===== src/rtl/sat_addsub_pipe_if.sv =====
// ---------------------------------------------------------------------------
// sat_addsub_pipe_if
// Groups the operand-side and result-side handshake buses of sat_addsub_pipe.
//
// Signals:
//   in_valid / in_ready   operand handshake (in_ready driven by the block)
//   a, b                  signed WIDTH-bit operands
//   op                    00 a+b, 01 a-b, 10 acc+b, 11 acc-b
//   out_valid / out_ready result handshake (out_ready driven by the consumer)
//   sum                   saturated WIDTH-bit result
//   pos_ovfl / neg_ovfl   result was clamped to max positive / min negative
//   zero                  sum == 0
//
// Modports:
//   master  operand source + result consumer side
//   slave   the arithmetic block
// ---------------------------------------------------------------------------
interface sat_addsub_pipe_if #(
    parameter int WIDTH = 16
);
    logic             in_valid;
    logic             in_ready;
    logic [WIDTH-1:0] a;
    logic [WIDTH-1:0] b;
    logic [1:0]       op;
    logic             out_valid;
    logic             out_ready;
    logic [WIDTH-1:0] sum;
    logic             pos_ovfl;
    logic             neg_ovfl;
    logic             zero;

    modport master (
        output in_valid,
        output a,
        output b,
        output op,
        output out_ready,
        input  in_ready,
        input  out_valid,
        input  sum,
        input  pos_ovfl,
        input  neg_ovfl,
        input  zero
    );

    modport slave (
        input  in_valid,
        input  a,
        input  b,
        input  op,
        input  out_ready,
        output in_ready,
        output out_valid,
        output sum,
        output pos_ovfl,
        output neg_ovfl,
        output zero
    );
endinterface


===== src/rtl/sat_addsub_pipe.sv =====
// ---------------------------------------------------------------------------
// sat_addsub_pipe
// Two-stage pipelined saturating signed adder/subtractor with an internal
// saturating accumulator and sticky overflow flags.
//
// Stage 1 selects the operands (a or acc, b or ~b), adds the low half and
// registers the low sum, its carry and the upper operand halves.
// Stage 2 finishes the upper half, detects overflow on the effective operands
// and writes the saturated result into the output register.
//
// Ports:
//   clk, rst      clock, synchronous active-high reset
//   bus (slave)   in_valid/in_ready/a/b/op, out_valid/out_ready/sum,
//                 pos_ovfl/neg_ovfl/zero
//   acc           accumulator value
//   acc_clr       synchronous accumulator clear (beats a same-cycle load)
//   sticky_pos    sticky positive-overflow flag
//   sticky_neg    sticky negative-overflow flag
//   sticky_clr    clears both sticky flags (a same-cycle set beats it)
// ---------------------------------------------------------------------------
module sat_addsub_pipe #(
    parameter int WIDTH = 16,
    parameter int LO_W  = WIDTH / 2
) (
    input  logic             clk,
    input  logic             rst,
    sat_addsub_pipe_if.slave bus,
    output logic [WIDTH-1:0] acc,
    input  logic             acc_clr,
    output logic             sticky_pos,
    input  logic             sticky_clr,
    output logic             sticky_neg
);
    localparam int HI_W = WIDTH - LO_W;

    // -----------------------------------------------------------------------
    // State
    // -----------------------------------------------------------------------
    logic             s1_valid_reg;
    logic             s1_acc_op_reg;
    logic [LO_W-1:0]  s1_lo_sum_reg;
    logic             s1_carry_reg;
    logic [HI_W-1:0]  s1_a_hi_reg;
    logic [HI_W-1:0]  s1_b_hi_reg;

    logic             out_valid_reg;
    logic [WIDTH-1:0] sum_reg;
    logic             pos_reg;
    logic             neg_reg;
    logic             zero_reg;

    logic [WIDTH-1:0] acc_reg;
    logic             sticky_pos_reg;
    logic             sticky_neg_reg;

    // -----------------------------------------------------------------------
    // Handshake control
    // -----------------------------------------------------------------------
    logic stall;
    logic acc_hazard;
    logic in_ready_int;
    logic in_fire;
    logic out_load;

    // A full output register that is not being drained freezes everything.
    assign stall = out_valid_reg & ~bus.out_ready;

    // Stage 2 is combinational into the output register, so an acc op sitting
    // in stage 1 is the only one whose result has not reached acc yet. Holding
    // a following acc op back one cycle lets it read the updated acc.
    assign acc_hazard   = bus.in_valid & bus.op[1] & s1_valid_reg & s1_acc_op_reg;
    assign in_ready_int = ~stall & ~acc_hazard;
    assign in_fire      = bus.in_valid & in_ready_int;
    assign out_load     = s1_valid_reg & ~stall;

    // -----------------------------------------------------------------------
    // Stage 1: operand selection and low-half add
    // -----------------------------------------------------------------------
    logic [WIDTH-1:0] b_eff;
    logic [WIDTH-1:0] a_sel;
    logic [LO_W:0]    lo_ext;

    // Subtraction is a + ~b + 1; the +1 rides in as the low-half carry-in.
    assign b_eff  = bus.op[0] ? ~bus.b : bus.b;
    assign a_sel  = bus.op[1] ? acc_reg : bus.a;
    assign lo_ext = {1'b0, a_sel[LO_W-1:0]}
                  + {1'b0, b_eff[LO_W-1:0]}
                  + {{LO_W{1'b0}}, bus.op[0]};

    always_ff @(posedge clk) begin
        if (rst) begin
            s1_valid_reg  <= 1'b0;
            s1_acc_op_reg <= 1'b0;
            s1_lo_sum_reg <= '0;
            s1_carry_reg  <= 1'b0;
            s1_a_hi_reg   <= '0;
            s1_b_hi_reg   <= '0;
        end else if (!stall) begin
            s1_valid_reg <= in_fire;
            if (in_fire) begin
                s1_acc_op_reg <= bus.op[1];
                s1_lo_sum_reg <= lo_ext[LO_W-1:0];
                s1_carry_reg  <= lo_ext[LO_W];
                s1_a_hi_reg   <= a_sel[WIDTH-1:LO_W];
                s1_b_hi_reg   <= b_eff[WIDTH-1:LO_W];
            end
        end
    end

    // -----------------------------------------------------------------------
    // Stage 2: upper-half add, overflow detection, saturation
    // -----------------------------------------------------------------------
    logic [HI_W-1:0]  hi_raw;
    logic [WIDTH-1:0] raw;
    logic             pos_det;
    logic             neg_det;
    logic [WIDTH-1:0] sat_sum;
    logic             zero_det;

    assign hi_raw = s1_a_hi_reg + s1_b_hi_reg + {{(HI_W-1){1'b0}}, s1_carry_reg};
    assign raw    = {hi_raw, s1_lo_sum_reg};

    // Overflow only when both effective operands share a sign and the result
    // sign differs. Using the inverted b makes subtraction clamp correctly.
    assign pos_det = ~s1_a_hi_reg[HI_W-1] & ~s1_b_hi_reg[HI_W-1] &  hi_raw[HI_W-1];
    assign neg_det =  s1_a_hi_reg[HI_W-1] &  s1_b_hi_reg[HI_W-1] & ~hi_raw[HI_W-1];

    // Per-bit clamp: max positive is 0 then ones, min negative is 1 then zeros.
    genvar gi;
    generate
        for (gi = 0; gi < WIDTH; gi = gi + 1) begin : g_sat
            localparam logic MAX_BIT = 1'(gi != WIDTH - 1);
            assign sat_sum[gi] = pos_det ? MAX_BIT
                               : neg_det ? ~MAX_BIT
                               : raw[gi];
        end
    endgenerate

    assign zero_det = (sat_sum == '0);

    // -----------------------------------------------------------------------
    // Output register
    // -----------------------------------------------------------------------
    always_ff @(posedge clk) begin
        if (rst) begin
            out_valid_reg <= 1'b0;
            sum_reg       <= '0;
            pos_reg       <= 1'b0;
            neg_reg       <= 1'b0;
            zero_reg      <= 1'b1;
        end else if (!stall) begin
            out_valid_reg <= s1_valid_reg;
            if (s1_valid_reg) begin
                sum_reg  <= sat_sum;
                pos_reg  <= pos_det;
                neg_reg  <= neg_det;
                zero_reg <= zero_det;
            end
        end
    end

    // -----------------------------------------------------------------------
    // Accumulator: loads the saturated result of an acc op when it is written
    // to the output register. An acc op already in stage 1 captured its
    // operand earlier, so a clear only affects the register itself.
    // -----------------------------------------------------------------------
    always_ff @(posedge clk) begin
        if (rst) begin
            acc_reg <= '0;
        end else if (acc_clr) begin
            acc_reg <= '0;
        end else if (out_load && s1_acc_op_reg) begin
            acc_reg <= sat_sum;
        end
    end

    // -----------------------------------------------------------------------
    // Sticky overflow flags: a new overflow in the same cycle beats the clear.
    // -----------------------------------------------------------------------
    always_ff @(posedge clk) begin
        if (rst) begin
            sticky_pos_reg <= 1'b0;
            sticky_neg_reg <= 1'b0;
        end else begin
            sticky_pos_reg <= (out_load & pos_det) | (sticky_pos_reg & ~sticky_clr);
            sticky_neg_reg <= (out_load & neg_det) | (sticky_neg_reg & ~sticky_clr);
        end
    end

    // -----------------------------------------------------------------------
    // Outputs
    // -----------------------------------------------------------------------
    assign bus.in_ready  = in_ready_int;
    assign bus.out_valid = out_valid_reg;
    assign bus.sum       = sum_reg;
    assign bus.pos_ovfl  = pos_reg;
    assign bus.neg_ovfl  = neg_reg;
    assign bus.zero      = zero_reg;
    assign acc           = acc_reg;
    assign sticky_pos    = sticky_pos_reg;
    assign sticky_neg    = sticky_neg_reg;

endmodule


===== src/flat_wrapper.sv =====
// flat-port wrapper written by rule: the top's interface ports become plain ports
module sat_addsub_pipe_flat 
#(
    parameter int WIDTH = 16,
    parameter int LO_W  = WIDTH / 2
)
  (clk, rst, acc, acc_clr, sticky_pos, sticky_clr, sticky_neg, bus_in_valid, bus_a, bus_b, bus_op, bus_out_ready, bus_in_ready, bus_out_valid, bus_sum, bus_pos_ovfl, bus_neg_ovfl, bus_zero);
  sat_addsub_pipe_if #(.WIDTH(WIDTH)) bus_i ();
  input  logic clk;
  input  logic rst;
  output logic [WIDTH-1:0] acc;
  input  logic acc_clr;
  output logic sticky_pos;
  input  logic sticky_clr;
  output logic sticky_neg;
  input wire logic [$bits(bus_i.in_valid)-1:0] bus_in_valid;
  input wire logic [$bits(bus_i.a)-1:0] bus_a;
  input wire logic [$bits(bus_i.b)-1:0] bus_b;
  input wire logic [$bits(bus_i.op)-1:0] bus_op;
  input wire logic [$bits(bus_i.out_ready)-1:0] bus_out_ready;
  output wire logic [$bits(bus_i.in_ready)-1:0] bus_in_ready;
  output wire logic [$bits(bus_i.out_valid)-1:0] bus_out_valid;
  output wire logic [$bits(bus_i.sum)-1:0] bus_sum;
  output wire logic [$bits(bus_i.pos_ovfl)-1:0] bus_pos_ovfl;
  output wire logic [$bits(bus_i.neg_ovfl)-1:0] bus_neg_ovfl;
  output wire logic [$bits(bus_i.zero)-1:0] bus_zero;
  assign bus_i.in_valid = bus_in_valid;
  assign bus_i.a = bus_a;
  assign bus_i.b = bus_b;
  assign bus_i.op = bus_op;
  assign bus_i.out_ready = bus_out_ready;
  assign bus_in_ready = bus_i.in_ready;
  assign bus_out_valid = bus_i.out_valid;
  assign bus_sum = bus_i.sum;
  assign bus_pos_ovfl = bus_i.pos_ovfl;
  assign bus_neg_ovfl = bus_i.neg_ovfl;
  assign bus_zero = bus_i.zero;
  sat_addsub_pipe #(.WIDTH(WIDTH), .LO_W(LO_W)) u_core (.clk(clk), .rst(rst), .bus(bus_i), .acc(acc), .acc_clr(acc_clr), .sticky_pos(sticky_pos), .sticky_clr(sticky_clr), .sticky_neg(sticky_neg));
endmodule

===== config.mk =====
export PLATFORM = sky130hd
export DESIGN_NAME = sat_addsub_pipe_flat
export DESIGN_NICKNAME = d
export VERILOG_FILES = /design/src/rtl/sat_addsub_pipe_if.sv /design/src/rtl/sat_addsub_pipe.sv /design/src/flat_wrapper.sv
export SDC_FILE = /design/constraint.sdc
export NUM_CORES = 1
export LEC_CHECK = 0
export BUFFER_PORTS_ARGS = -buffer_cell sky130_fd_sc_hd__buf_2
export CORE_ASPECT_RATIO = 1.1
export CORE_MARGIN = 2
export CORE_UTILIZATION = 45
export DETAILED_ROUTE_END_ITERATION = 6
export PLACE_DENSITY = 0.68
export SETUP_SLACK_MARGIN = 0.3
export SYNTH_ARGS = -nofsm -noshare
export SYNTH_HDL_FRONTEND = slang
export SYNTH_SLANG_ARGS = --single-unit

===== constraint.sdc =====
create_clock -name clk -period 5.45 [get_ports clk]
set_input_delay 0.2725 -clock clk [delete_from_list [all_inputs] [get_ports clk]]
set_output_delay 0.2725 -clock clk [all_outputs]
set_load 0.05 [all_outputs]

# After elaboration in Yosys (flattened, before gate mapping)
# Cells that the tools add are included.
# classes
add_sub_neg	4
reduce_logical	5
n_bitwise	25
muxes	34
# ops
op	count
$mux W1	32
$mux W16	2
$logic_not A16 Y1	1
$not A16 Y16	1
$and A1 B1 Y1	15
$add A8 B8 Y9	1
$add A9 B1 Y9	1
$add A8 B1 Y8	1
$add A8 B8 Y8	1
$not A1 Y1	7
$reduce_and A2 Y1	2
$or A1 B1 Y1	2
$reduce_or A2 Y1	1
$logic_and A1 B1 Y1	1
# word_totals
in_bits	40
wordCells	82
out_inout_bits	39
register_bits	65

# Logic depth before layout (Yosys ltp)
# depth
ltp_word	7
mapped_depth	10
mapped_depth_nobuf	8

# Worst setup path after synthesis
# No wires, ideal clock.
# synth_path
kind	input-to-reg
from	in bus_op[1]
to	reg u_core.s1_carry_reg
setup_slack_ns	2.824
arrival_ns	2.497
stages	9
required_ns	5.321
setup_ns	0.129
path_buffers	2
path_cell_list	buf_2 -> clkbuf_1 -> mux2_2 -> fa_1 -> a21o_1 -> a21oi_1 -> o21ai_0 -> a311oi_1 -> nor3_1
# synth_via
elab_chain_len	7
word_cells_on_any_way	10
classes_between	add/sub (2); mux (1); bitwise (6); reduce/logical (1)
# synth_rtl
item	line	source
start, declared	flat_wrapper.sv:19	input wire logic [$bits(bus_i.op)-1:0] bus_op;
parallel branches: the longest is 7 deep, another holds $add A8 B8 Y9	n/a	
end signal, assigned	sat_addsub_pipe.sv:103	s1_carry_reg <= lo_ext[LO_W];
end, declared	sat_addsub_pipe.sv:42	logic s1_carry_reg;
# Parallel ways; which one is timed is not known.
# A chain may end at the register's enable or synchronous reset.

# Worst setup path in the final report
# layout_path
from	reg u_core.s1_b_hi_reg[0]
to	reg u_core.sum_reg[1] (netlist: u_core.bus.sum[1])
# layout_via
elab_chain_len	6
word_cells_on_any_way	7
classes_between	add/sub (2); mux (2); bitwise (3)
# layout_rtl
item	line	source
start, declared	sat_addsub_pipe.sv:44	logic [HI_W-1:0] s1_b_hi_reg;
start signal, assigned	sat_addsub_pipe.sv:105	s1_b_hi_reg <= b_eff[WIDTH-1:LO_W];
$add A8 B8 Y8 (*)	sat_addsub_pipe.sv:120	assign hi_raw = s1_a_hi_reg + s1_b_hi_reg + {{(HI_W-1){1'b0}}, s1_carry_reg};
$add A8 B1 Y8 (*)	sat_addsub_pipe.sv:120	
$not A1 Y1	sat_addsub_pipe.sv:126	assign neg_det = s1_a_hi_reg[HI_W-1] & s1_b_hi_reg[HI_W-1] & ~hi_raw[HI_W-1];
$and A1 B1 Y1	sat_addsub_pipe.sv:126	
$mux W1	sat_addsub_pipe.sv:134	: neg_det ? ~MAX_BIT
$mux W1 (*)	sat_addsub_pipe.sv:133	assign sat_sum[gi] = pos_det ? MAX_BIT
end signal, assigned	sat_addsub_pipe.sv:154	sum_reg <= sat_sum;
end, declared	sat_addsub_pipe.sv:47	logic [WIDTH-1:0] sum_reg;
# Mark *: on every way between the ends. The rest lies on a longest branch, timed or not.

==> results.yml <==
global_route:
  grt_pass1_wl_mm: 15.3
  grt_usage: 0.225
  grt_max_degree: 49
  first_global_vias: 3122
  antenna_found_initial: 0
  globalRouteOverflowTotal: 0
detailed_routing:
  antenna_left: 0
  drt_first_iter_violations: 172
  detail_route.wirelength_mm: 9.30
  drt_first_pass_iters: 4
  route.detailed.drc: 0
  wl_per_cell_um: 15.9
  vias_per_cell: 5.54
  vias: 3227
die:
  dieArea_sq_mm: 0.00869
  design.core.area_sq_mm: 0.00783
  dieWidth_um: 89.0
  die_height_um: 97.5
  fp-row-count: 34
  ios: 79
  start_util: 0.457
timing:
  skew_ps: 8.33
  final-hold-violation-count: 0
  period_share: 0.475
  setup_viol: 0
  tightest_slew_ps: 907
  whs_ps: 202
  grt_setup_unrepaired: "false"
  slew_headroom: 0.396
  fmax_mhz: 386
  finalSetupTns_ps: 0
  slew_viol_final: 0
  min_period_ps: 2590
synthesis:
  synth_top_area_frac: 0.364
  syn_area_per_cell_sq_um: 8.82
  syn_nets: 464
  yosysWarnings: 0
  yosysSeqAreaShare: 0.364
  synthDistinctLibCells: 60
  synth_cells: 406
  synth-edff-count: 0
  synthArstFlopShare: 0
  netlist_area_sq_mm: 0.00358
  ys.flop_type: "dfxtp_1"
  yosys.area.top_type: "dfxtp_1"
  yosys-top-cells-area: "dfxtp_1, a211oi_1, ha_1"
  synth-seq-cells: 65
power_and_ir_drop:
  cellPowerDensity_mw_per_mm2: 301
  vdd_drop_max_uv: 107
  p_leak_uw: 0.00178
setup_path:
  cp.required_ps: 5640
  crit_path_end_kind: "flip-flop"
  r2r_cells: 6
  critPathLaunchType: "flip-flop"
  critPathKind: "reg2reg"
  cp_max_fo: 10
  critical_path_arrival_ps: 2780
layout:
  post-route-util: 0.534
  final_cells: 583
  fillers: 788
  diodes: 0
  drive_above_1_share: 0.240
  fin_nets: 528
  fin_area_sq_mm: 0.00418
  syn2layout_area_growth_pct: 16.8
clock_network:
  cts.sinks: 65
  cts.clk_slew.worst_paths_ps: 70
  cts_hold_buf: 0
  h-tree-depth: 3
  cts_tree: "yes"
  postCtsSetupBuffers: 0
  numCtsBuffers: 9
  cts_root_buf: "clkbuf_8"
  cts_buffer_depth: 2
  clock_latency_ps: 340
  cts-resized-gates: 0
worst_hold_path:
  hold_path_class: "in2reg"
  hold_depth: 3
placed_design:
  place_inst: 567
  post-dp-hpwl_mm: 6.82
  placed_area_sq_mm: 0.00400
  gp_congestion: 0.885
  io_buffers: 78
status:
  status: "completed"
run:
  cap_violations: 0
Yosys cell counts, types with 10 or more instances:
cell type	n
ha_1	15
mux2i_1	11
a21oi_1	27
inv_1	10
nand2_1	17
dfxtp_1	65
nand2b_1	11
nor2_1	46
clkbuf_1	18
nor3_1	13
xor2_1	10
xnor2_1	12
o21ai_0	26
a211oi_1	29
worst max-delay path, cell delays in order, from the launching register on:
cell,delay (ps)
dfxtp_1,330
fa_1,490
a211oi_2,280
o21ai_0,140
a211o_1,480
a31oi_2,550
a211oi_1,150
per-layer routing:
| layer | up-vias | routed length, um | track usage |
|---|---|---|---|
| li1 | 1626 | - | - |
| met1 | 1495 | 4180 | 0.292 |
| met2 | 92 | 4490 | 0.372 |
| met3 | 14 | 418 | 0.0408 |
| met4 | 0 | 210 | 0.0735 |
| met5 | - | 0 | 0 |
cells in the final DEF, fill, tap and decap left out, types with 3 or more instances in the layout:
cell type	netlist	routed
buf_2	5	78
dfxtp_1	65	65
nor2_1	46	46
a211oi_1	29	29
a21oi_1	27	27
o21ai_0	26	26
nand2_1	17	17
ha_1	15	15
nor3_1	13	13
xnor2_1	12	12
mux2i_1	11	11
nand2b_1	11	11
xor2_1	10	10
inv_1	10	10
clkbuf_8	0	9
mux2_2	8	8
nand3_1	8	8
a311oi_1	8	8
o311a_1	5	5
and3_1	4	4
a21o_1	4	4
clkinv_2	0	4
or3_1	3	3
a31oi_1	3	3
fa_1	3	3
cells by family (layout without fill, tap and decap cells):
family,count (synthesis),count (layout),synth area share
buf+inv,36,105,0.0430
flops,65,65,0.364
mux,19,19,0.0559
xor+xnor,22,22,0.0538
fa+ha+maj,18,18,0.0692
compound gates,131,131,0.259
simple gates,115,115,0.156
final timing paths:
| kind | start | end | slack [ps] |
|---|---|---|---|
| max | u_core.s1_b_hi_reg[0]$_SDFFE_PP0P_ | u_core.bus.sum[1]$_SDFFE_PP0P_ | 2860 |
| min | sticky_clr | u_core.sticky_pos$_SDFF_PP0_ | 200 |
| max reg2reg | u_core.s1_b_hi_reg[0]$_SDFFE_PP0P_ | u_core.bus.sum[1]$_SDFFE_PP0P_ | 2860 |
| min reg2reg | u_core.bus.neg_ovfl$_SDFFE_PP0P_ | u_core.bus.neg_ovfl$_SDFFE_PP0P_ | 450 |
area by class of cell:
| type | instances | area (sq um) | share of cell area |
|---|---|---|---|
| well taps | 108 | 135 | 0.0323 |
| clock buffers | 10 | 128 | 0.0305 |
| repair buffers | 79 | 398 | 0.0951 |
| clock inverters | 6 | 58.8 | 0.0141 |
| flip-flops and latches | 65 | 1300 | 0.311 |
| inverters | 10 | 37.5 | 0.00897 |
| multi-input cells | 305 | 2120 | 0.508 |
where the power goes:
part	switching [uW]	internal [uW]	leakage (uW)
clock	190	209	0.0000998
sequential	21.3	506	0.000533
combinational	211	120	0.00114
total	423	835	0.00178
per-stage QoR:
| stage | worst slack (ps) | power [uW] |
|---|---|---|
| 2_1_floorplan | 2820 | 787 |
| 3_3_place_gp | 2710 | 862 |
| 3_5_place_dp | 2660 | 867 |
| 4_1_cts | 2910 | 1260 |
| 5_1_grt | 2710 | 1320 |
| 6_report | 2860 | 1260 |
Power figures use the tool's default switching activity.
